[src/rtl/calc_pkg.sv]
// Shared key codes, operator encodings and FSM states for the calculator
// entry path between button_reader, input_parser and the ALU stage.
package calc_pkg;

    localparam logic [4:0] KEY_AC  = 5'd16;
    localparam logic [4:0] KEY_ADD = 5'd17;
    localparam logic [4:0] KEY_SUB = 5'd18;
    localparam logic [4:0] KEY_MUL = 5'd19;
    localparam logic [4:0] KEY_DIV = 5'd20;
    localparam logic [4:0] KEY_EQ  = 5'd21;

    localparam logic [1:0] OP_ADD = 2'd0;
    localparam logic [1:0] OP_SUB = 2'd1;
    localparam logic [1:0] OP_MUL = 2'd2;
    localparam logic [1:0] OP_DIV = 2'd3;

    typedef enum logic [2:0] {
        ST_ENTER_A,
        ST_OP,
        ST_ENTER_B,
        ST_ISSUE,
        ST_WAIT,
        ST_SHOW,
        ST_ERR
    } state_t;

    function automatic logic is_digit(input logic [4:0] code);
        return code <= 5'd9;
    endfunction

    function automatic logic is_oper(input logic [4:0] code);
        return (code >= KEY_ADD) && (code <= KEY_DIV);
    endfunction

    // Operator keys are contiguous, so the op is the offset from ADD.
    function automatic logic [1:0] key_op(input logic [4:0] code);
        return 2'(code - KEY_ADD);
    endfunction

endpackage

[src/rtl/input_parser_if.sv]
// Key stream, ALU request/result and display bundle of input_parser.
// slave is the parser side; master is the key source / ALU / display side.
interface input_parser_if #(
    parameter int DIGITS = 8
);
    localparam int W = 4 * DIGITS;

    logic [4:0]   i_data;
    logic         i_valid;
    logic         o_ready;
    logic [W-1:0] o_op_a;
    logic         o_op_a_neg;
    logic [W-1:0] o_op_b;
    logic [1:0]   o_op;
    logic         o_op_valid;
    logic         i_op_ready;
    logic [W-1:0] i_res;
    logic         i_res_neg;
    logic         i_res_err;
    logic         i_res_valid;
    logic [W-1:0] o_display;
    logic         o_disp_neg;
    logic         o_err;

    modport slave (
        input  i_data, i_valid, i_op_ready,
        input  i_res, i_res_neg, i_res_err, i_res_valid,
        output o_ready, o_op_a, o_op_a_neg, o_op_b, o_op, o_op_valid,
        output o_display, o_disp_neg, o_err
    );

    modport master (
        output i_data, i_valid, i_op_ready,
        output i_res, i_res_neg, i_res_err, i_res_valid,
        input  o_ready, o_op_a, o_op_a_neg, o_op_b, o_op, o_op_valid,
        input  o_display, o_disp_neg, o_err
    );

endinterface

[src/rtl/bcd_entry_reg.sv]
// BCD operand register: shifts in one digit at a time from the right,
// tracks how many digits are held, and can be cleared or loaded whole.
module bcd_entry_reg #(
    parameter int DIGITS = 8,
    localparam int W = 4 * DIGITS,
    localparam int CW = $clog2(DIGITS + 1)
) (
    input  logic          clk,
    input  logic          rst,
    input  logic          clr,
    input  logic          load,
    input  logic [W-1:0]  load_value,
    input  logic [CW-1:0] load_count,
    input  logic          push,
    input  logic [3:0]    digit,
    output logic [W-1:0]  value,
    output logic [CW-1:0] count,
    output logic          full
);

    assign full = (count == CW'(DIGITS));

    always_ff @(posedge clk) begin
        if (rst || clr) begin
            value <= '0;
            count <= '0;
        end else if (load) begin
            value <= load_value;
            count <= load_count;
        end else if (push && !full) begin
            value <= {value[W-5:0], digit};
            count <= count + CW'(1);
        end
    end

endmodule

[src/rtl/input_parser.sv]
// Calculator entry FSM: builds BCD operands from key codes, issues A op B
// to the ALU, chains results back into A and drives the display.
module input_parser
    import calc_pkg::*;
#(
    parameter int DIGITS = 8,
    localparam int W = 4 * DIGITS,
    localparam int CW = $clog2(DIGITS + 1)
) (
    input logic            clk,
    input logic            rst,
    input_parser_if.slave  bus
);

    state_t state, state_n;

    logic [1:0] op, op_n;
    logic [1:0] pend, pend_n;
    logic       chain, chain_n;
    logic       a_neg, a_neg_n;

    logic [W-1:0]  a_value, b_value;
    logic [CW-1:0] a_count, b_count;
    logic          a_full, b_full;

    logic          a_clr, a_load, a_push;
    logic [W-1:0]  a_lval;
    logic [CW-1:0] a_lcnt;
    logic          b_clr, b_load, b_push;
    logic [W-1:0]  b_lval;
    logic [CW-1:0] b_lcnt;

    logic       ready;
    logic       take;
    logic [4:0] key;
    logic [3:0] d;
    logic       k_dig, k_op, k_eq, k_ac;
    logic       a_ok, b_ok;

    assign ready = (state != ST_ISSUE) && (state != ST_WAIT);
    assign take  = bus.i_valid && ready;
    assign key   = bus.i_data;
    assign d     = key[3:0];
    assign k_dig = take && is_digit(key);
    assign k_op  = take && is_oper(key);
    assign k_eq  = take && (key == KEY_EQ);
    assign k_ac  = take && (key == KEY_AC);

    // A leading zero is dropped: it would not change the value anyway.
    assign a_ok = !a_full && !((a_count == '0) && (d == 4'd0));
    assign b_ok = !b_full && !((b_count == '0) && (d == 4'd0));

    bcd_entry_reg #(.DIGITS(DIGITS)) u_reg_a (
        .clk        (clk),
        .rst        (rst),
        .clr        (a_clr),
        .load       (a_load),
        .load_value (a_lval),
        .load_count (a_lcnt),
        .push       (a_push),
        .digit      (d),
        .value      (a_value),
        .count      (a_count),
        .full       (a_full)
    );

    bcd_entry_reg #(.DIGITS(DIGITS)) u_reg_b (
        .clk        (clk),
        .rst        (rst),
        .clr        (b_clr),
        .load       (b_load),
        .load_value (b_lval),
        .load_count (b_lcnt),
        .push       (b_push),
        .digit      (d),
        .value      (b_value),
        .count      (b_count),
        .full       (b_full)
    );

    always_ff @(posedge clk) begin
        if (rst) begin
            state <= ST_ENTER_A;
            op    <= OP_ADD;
            pend  <= OP_ADD;
            chain <= 1'b0;
            a_neg <= 1'b0;
        end else begin
            state <= state_n;
            op    <= op_n;
            pend  <= pend_n;
            chain <= chain_n;
            a_neg <= a_neg_n;
        end
    end

    always_comb begin
        state_n = state;
        op_n    = op;
        pend_n  = pend;
        chain_n = chain;
        a_neg_n = a_neg;
        a_clr   = 1'b0;
        a_load  = 1'b0;
        a_push  = 1'b0;
        a_lval  = '0;
        a_lcnt  = '0;
        b_clr   = 1'b0;
        b_load  = 1'b0;
        b_push  = 1'b0;
        b_lval  = '0;
        b_lcnt  = '0;

        if (k_ac) begin
            a_clr   = 1'b1;
            b_clr   = 1'b1;
            a_neg_n = 1'b0;
            op_n    = OP_ADD;
            pend_n  = OP_ADD;
            chain_n = 1'b0;
            state_n = ST_ENTER_A;
        end else begin
            case (state)
                ST_ENTER_A: begin
                    unique case (1'b1)
                        k_dig: a_push = a_ok;
                        k_op: begin
                            op_n    = key_op(key);
                            state_n = ST_OP;
                        end
                        default: ;
                    endcase
                end
                ST_OP: begin
                    unique case (1'b1)
                        k_dig: begin
                            b_load  = 1'b1;
                            b_lval  = W'(d);
                            b_lcnt  = (d != 4'd0) ? CW'(1) : '0;
                            state_n = ST_ENTER_B;
                        end
                        k_op: op_n = key_op(key);
                        default: ;
                    endcase
                end
                ST_ENTER_B: begin
                    unique case (1'b1)
                        k_dig: b_push = b_ok;
                        k_op: begin
                            pend_n  = key_op(key);
                            chain_n = 1'b1;
                            state_n = ST_ISSUE;
                        end
                        k_eq: begin
                            chain_n = 1'b0;
                            state_n = ST_ISSUE;
                        end
                        default: ;
                    endcase
                end
                ST_ISSUE: begin
                    if (bus.i_op_ready) begin
                        state_n = ST_WAIT;
                    end
                end
                ST_WAIT: begin
                    if (bus.i_res_valid) begin
                        if (bus.i_res_err) begin
                            state_n = ST_ERR;
                        end else begin
                            // Full count locks a result against digit entry.
                            a_load  = 1'b1;
                            a_lval  = bus.i_res;
                            a_lcnt  = CW'(DIGITS);
                            a_neg_n = bus.i_res_neg;
                            b_clr   = 1'b1;
                            if (chain) begin
                                op_n    = pend;
                                state_n = ST_OP;
                            end else begin
                                state_n = ST_SHOW;
                            end
                        end
                    end
                end
                ST_SHOW: begin
                    unique case (1'b1)
                        k_dig: begin
                            a_load  = 1'b1;
                            a_lval  = W'(d);
                            a_lcnt  = (d != 4'd0) ? CW'(1) : '0;
                            a_neg_n = 1'b0;
                            state_n = ST_ENTER_A;
                        end
                        k_op: begin
                            op_n    = key_op(key);
                            state_n = ST_OP;
                        end
                        default: ;
                    endcase
                end
                ST_ERR: ;
                default: state_n = ST_ENTER_A;
            endcase
        end
    end

    assign bus.o_ready    = ready;
    assign bus.o_op_valid = (state == ST_ISSUE);
    assign bus.o_op_a     = a_value;
    assign bus.o_op_a_neg = a_neg;
    assign bus.o_op_b     = b_value;
    assign bus.o_op       = op;
    assign bus.o_display  = (state == ST_ENTER_B) ? b_value : a_value;
    assign bus.o_disp_neg = (state == ST_ENTER_B) ? 1'b0 : a_neg;
    assign bus.o_err      = (state == ST_ERR);

endmodule

[src/flat_wrapper.sv]
// flat-port wrapper written by rule: the top's interface ports become plain ports
module input_parser_flat import calc_pkg::*;
#(
    parameter int DIGITS = 8,
    localparam int W = 4 * DIGITS,
    localparam int CW = $clog2(DIGITS + 1)
)
  (clk, rst, bus_i_data, bus_i_valid, bus_i_op_ready, bus_i_res, bus_i_res_neg, bus_i_res_err, bus_i_res_valid, bus_o_ready, bus_o_op_a, bus_o_op_a_neg, bus_o_op_b, bus_o_op, bus_o_op_valid, bus_o_display, bus_o_disp_neg, bus_o_err);
  input_parser_if #(.DIGITS(DIGITS)) bus_i ();
  input logic clk;
  input logic rst;
  input wire logic [$bits(bus_i.i_data)-1:0] bus_i_data;
  input wire logic [$bits(bus_i.i_valid)-1:0] bus_i_valid;
  input wire logic [$bits(bus_i.i_op_ready)-1:0] bus_i_op_ready;
  input wire logic [$bits(bus_i.i_res)-1:0] bus_i_res;
  input wire logic [$bits(bus_i.i_res_neg)-1:0] bus_i_res_neg;
  input wire logic [$bits(bus_i.i_res_err)-1:0] bus_i_res_err;
  input wire logic [$bits(bus_i.i_res_valid)-1:0] bus_i_res_valid;
  output wire logic [$bits(bus_i.o_ready)-1:0] bus_o_ready;
  output wire logic [$bits(bus_i.o_op_a)-1:0] bus_o_op_a;
  output wire logic [$bits(bus_i.o_op_a_neg)-1:0] bus_o_op_a_neg;
  output wire logic [$bits(bus_i.o_op_b)-1:0] bus_o_op_b;
  output wire logic [$bits(bus_i.o_op)-1:0] bus_o_op;
  output wire logic [$bits(bus_i.o_op_valid)-1:0] bus_o_op_valid;
  output wire logic [$bits(bus_i.o_display)-1:0] bus_o_display;
  output wire logic [$bits(bus_i.o_disp_neg)-1:0] bus_o_disp_neg;
  output wire logic [$bits(bus_i.o_err)-1:0] bus_o_err;
  assign bus_i.i_data = bus_i_data;
  assign bus_i.i_valid = bus_i_valid;
  assign bus_i.i_op_ready = bus_i_op_ready;
  assign bus_i.i_res = bus_i_res;
  assign bus_i.i_res_neg = bus_i_res_neg;
  assign bus_i.i_res_err = bus_i_res_err;
  assign bus_i.i_res_valid = bus_i_res_valid;
  assign bus_o_ready = bus_i.o_ready;
  assign bus_o_op_a = bus_i.o_op_a;
  assign bus_o_op_a_neg = bus_i.o_op_a_neg;
  assign bus_o_op_b = bus_i.o_op_b;
  assign bus_o_op = bus_i.o_op;
  assign bus_o_op_valid = bus_i.o_op_valid;
  assign bus_o_display = bus_i.o_display;
  assign bus_o_disp_neg = bus_i.o_disp_neg;
  assign bus_o_err = bus_i.o_err;
  input_parser #(.DIGITS(DIGITS)) u_core (.clk(clk), .rst(rst), .bus(bus_i));
endmodule
[config.mk]
export PLATFORM = sky130hd
export DESIGN_NAME = input_parser_flat
export DESIGN_NICKNAME = d
export VERILOG_FILES = /design/src/rtl/calc_pkg.sv /design/src/rtl/input_parser_if.sv /design/src/rtl/bcd_entry_reg.sv /design/src/rtl/input_parser.sv /design/src/flat_wrapper.sv
export SDC_FILE = /design/constraint.sdc
export NUM_CORES = 1
export LEC_CHECK = 0
export BUFFER_PORTS_ARGS = -buffer_cell sky130_fd_sc_hd__buf_4
export CAP_MARGIN = 30
export CORE_ASPECT_RATIO = 0.9
export CORE_MARGIN = 8
export CORE_UTILIZATION = 40
export CTS_CLUSTER_SIZE = 8
export DETAILED_ROUTE_END_ITERATION = 16
export PLACE_DENSITY = 0.66
export SETUP_SLACK_MARGIN = 0.1
export SYNTH_ARGS = -nofsm -noshare
export SYNTH_HDL_FRONTEND = slang
export SYNTH_SLANG_ARGS = --single-unit
[constraint.sdc]
create_clock -name clk -period 2.5 [get_ports clk]
set_input_delay 0.375 -clock clk [delete_from_list [all_inputs] [get_ports clk]]
set_output_delay 0.375 -clock clk [all_outputs]
set_load 0.005 [all_outputs]
==> metrics.csv <==
stage;metric;value;unit
timing;Hold Slack;0.2803;ns
yosys;cell count after synthesis;483;
placed_design;Setup Slack @ Placement;0.01928;ns
drt;via count;4182;
drt;M1 WL;6187;µm
cts;clk root buf;clkbuf_16;
floorplanning;I/O pins;147;
cts;Clock Latency Late Sink;0.34;ns
cts;CTS Hold Buffers Added;0;
timing;Final min period;2.257;ns
worst_setup_path;CP Cell Sequence;nor3b_4, buf_6, mux2_2, buf_4;
timing;Slew headroom;0.6624;
timing;Final Cycle Share;0.9026;
cts;buffer depth of the longest clock path;2;
worst_setup_path;Critical Setup Path Class;register to output port;
job;MaxCap Viol Count;0;
placed_design;Final GP Congestion;0.8611;
yosys;Seq/Total Area, Yosys;0.3854;
worst_setup_path;Critical Path RT;2.12;ns
floorplanning;num rows;35;
drt;Vias/cell;5.539;
yosys;average size of a mapped cell;8.712;µm²
yosys;Post-synth top cells;dfxtp_1 (81), a21oi_1 (62), nor2_1 (42), mux2i_1 (37), o21ai_0 (35);
worst_setup_path;Reg-to-Reg Start;u_core.state[0]$_SDFFE_PP0P_;
timing;RSZ-0062 raised after global routing;no;
yosys;mapped cell area;0.004208;mm²
power;Leak;2.827;nW
yosys;area leader, netlist;dfxtp_1;
worst_setup_path;Setup crit start kind;register;
power;peak supply drop;0.0003848;V
yosys;ys async rst share;0;
power;Clk pwr share;0.442;
yosys;Distinct cells, synth;51;
cts;CTS buffer count;9;
finish;layout cells sized above 1;0.3578;
hold_path;Hold Crit Class;input port to register;
finish;area delta synth->final;39.40;%
global_route;first-pass GRT wire length;22120;µm
timing;Final Worst Setup Slack;0.2434;ns
cts;CTS Sinks;81;
global_route;vias in the first global route;4216;
power;P_int;0.002752;W
timing;worst slew pin tran;0.5018;ns
yosys;top cell type's share of synthesized area;0.3854;
yosys;synth top area cells;dfxtp_1 (39%), mux2i_1 (8.8%), mux2_2 (8.6%), a21oi_1 (7.4%), and3_1 (4.9%);
global_route;all-layer global routing usage;0.1956;
drt;Post-Route WL;13900;µm
power;Logic pwr share;0.169;
yosys;Synthesized Nets;533;
worst_setup_path;crit path capture;bus_o_display[0];
floorplanning;core footprint;0.01025;mm²
drt;WL/cell;18.40;µm
finish;Antenna Diode Count;0;
worst_setup_path;CP Capture Type;output port;
yosys;count leader, synth;dfxtp_1;
finish;Filler cells;916;
worst_setup_path;CP startpoint;u_core.state[0]$_SDFFE_PP0P_;
floorplanning;Initial Utilization;0.4106;
floorplanning;full die area;0.01406;mm²
global_route;largest net degree at the start of global routing;36;
worst_setup_path;CP max-delay cell;dfxtp_1;
cts;CTS tree;yes;
drt;drt drc;0;
yosys;EDFF count, synth;0;
drt;TritonRoute pass-1 iters;4;
floorplanning;die width;124.1;µm
cts;Max H-tree Level;3;
finish;Finished Core Util;0.5724;
placed_design;IO buf count;146;
drt;Max Used Layer;met4;
global_route;grt ovf;0;
timing;Final Hold Viols;0;
worst_setup_path;R2R setup slack;0.28;ns
cts;Post CTS Setup Buffer Count;0;
yosys;#FFs+latches synth;81;
power;Final Power;0.003633;W
drt;number of nets still failing antenna checks after routing;0;
finish;NumNets Final;672;
yosys;YS warnings;0;
worst_setup_path;largest stage delay on the critical path;0.41;ns
power;Sw Ratio;0.2426;
worst_setup_path;Critical Path AT;1.88;ns
drt;Met3 Wirelength;979;µm
timing;Fmax achieved;443.1;MHz
timing;# setup viols final;0;
worst_setup_path;reg2reg end;u_core.u_reg_a.value[25]$_SDFFE_PP0P_;
yosys;Top FF cell, synth;dfxtp_1;
drt;met2 routed WL;6604;µm
timing;clock skew;0.009118;ns
floorplanning;die height;113.3;µm
worst_setup_path;worst-path fanout max;33;
global_route;initial antenna violation count;0;
power;Flop pwr share;0.389;
drt;initial DRC count;253;
timing;Fin Setup TNS;0;ns
power;Power Density;619.4;mW/mm²
placed_design;hpwl dp;10360;µm
power;P_sw;0.0008813;W
cts;clock slew at reported path FFs;0.06;ns
timing;final max-slew violation count;0;
worst_setup_path;Reg2Reg Depth;6;
outcome;outcome;finished, final reports clean;
==> placed cells by master, fill, tap and decap left out, types with 3 or more instances in the layout <==
cell	instances
buf_12	3
nor2_1	42
or3_1	5
nand2b_1	3
nand3_1	9
o21a_1	3
nor2b_1	7
clkbuf_16	9
a21oi_1	62
bufinv_16	4
buf_4	163
dfxtp_1	80
a211oi_1	5
nand2_1	18
a31oi_1	4
ha_1	6
o32ai_1	3
o21ai_0	34
inv_1	12
and2_1	3
mux2_2	32
mux2i_1	37
nor3_1	5
and3_1	33
==> flip-flops by register name, summed over array words and instances, names as in the netlist <==
signal and count:
u_core.bus.o_op_a_neg 1, u_core.u_reg_a.count 4, u_core.bus.o_op 2, u_core.state 3
u_core.u_reg_b.value 32, u_core.chain 1, u_core.u_reg_a.value 32, u_core.u_reg_b.count 4
u_core.pend 2
==> kinds of logic after synthesis <==
kind of cell,synth area share
AO/OA/AOI/OAI,0.1921
XOR/XNOR,0.008327
adder cells (fa/ha/maj),0.01784
buffers and inverters,0.05174
flip-flops,0.3854
multiplexers,0.1737
AND/OR/NAND/NOR,0.1710
==> critical path: cells and delay by family (launching register included) <==
kind	cells	cell delay (ns)
buffers and inverters	2	0.45
AND/OR/NAND/NOR	1	0.25
flip-flops	1	0.41
multiplexers	1	0.38
==> power groups by stage <==
stage               Combinational (W)  Sequential (W)  Clock [W]
floorplan                    0.000339         0.00141          0
global placement             0.000599         0.00144          0
detailed placement           0.000610         0.00144          0
CTS                          0.000614         0.00141    0.00163
global route                 0.000673         0.00142    0.00169
finish                       0.000613         0.00141    0.00161
==> per-stage QoR <==
step,instances,area (µm²)
finish,755,5866
floorplan,483,4208
detailed placement,740,5498
global route,755,5866
global placement,740,5498
CTS,755,5864
==> per-layer routing <==
layer | GRT usage | vias up
met5 | 0 | -
met4 | 0.05230 | 0
met3 | 0.04380 | 8
met2 | 0.3165 | 143
met1 | 0.2543 | 2004
li1 | - | 2027
==> layout make-up <==
type,instances,area (µm²),share of cell area
multi-input cells,351,2379,0.4055
flip-flops and latches,81,1623,0.2767
repair buffers,167,1295,0.2208
clock buffers,9,225.2,0.03840
well taps,129,161.4,0.02752
clock inverters,6,137.6,0.02346
inverters,12,45.04,0.007679
==> worst min path at each step <==
stage | startpoint | end | slack [ns] | cells after the start
after floorplan | u_core.bus.o_op[0]$_SDFFE_PP0P_ | u_core.bus.o_op[0]$_SDFFE_PP0P_ | 0.47 | 2
after global placement | u_core.bus.o_op[0]$_SDFFE_PP0P_ | u_core.bus.o_op[0]$_SDFFE_PP0P_ | 0.46 | 2
after detailed placement | u_core.bus.o_op[0]$_SDFFE_PP0P_ | u_core.bus.o_op[0]$_SDFFE_PP0P_ | 0.47 | 2
after CTS | bus_i_data[0] | u_core.pend[0]$_SDFFE_PP0P_ | 0.27 | 2
after global routing | bus_i_data[0] | u_core.pend[0]$_SDFFE_PP0P_ | 0.28 | 2
final | bus_i_data[0] | u_core.pend[0]$_SDFFE_PP0P_ | 0.28 | 2
==> repair_timing <==
item,4_1_cts,5_1_grt
pin swaps,0,0
hold endpoints to repair,0,0
resized for setup,1,1
endpoints found under the setup margin,32,35
Note: power is estimated with default switching activity, not from simulation.
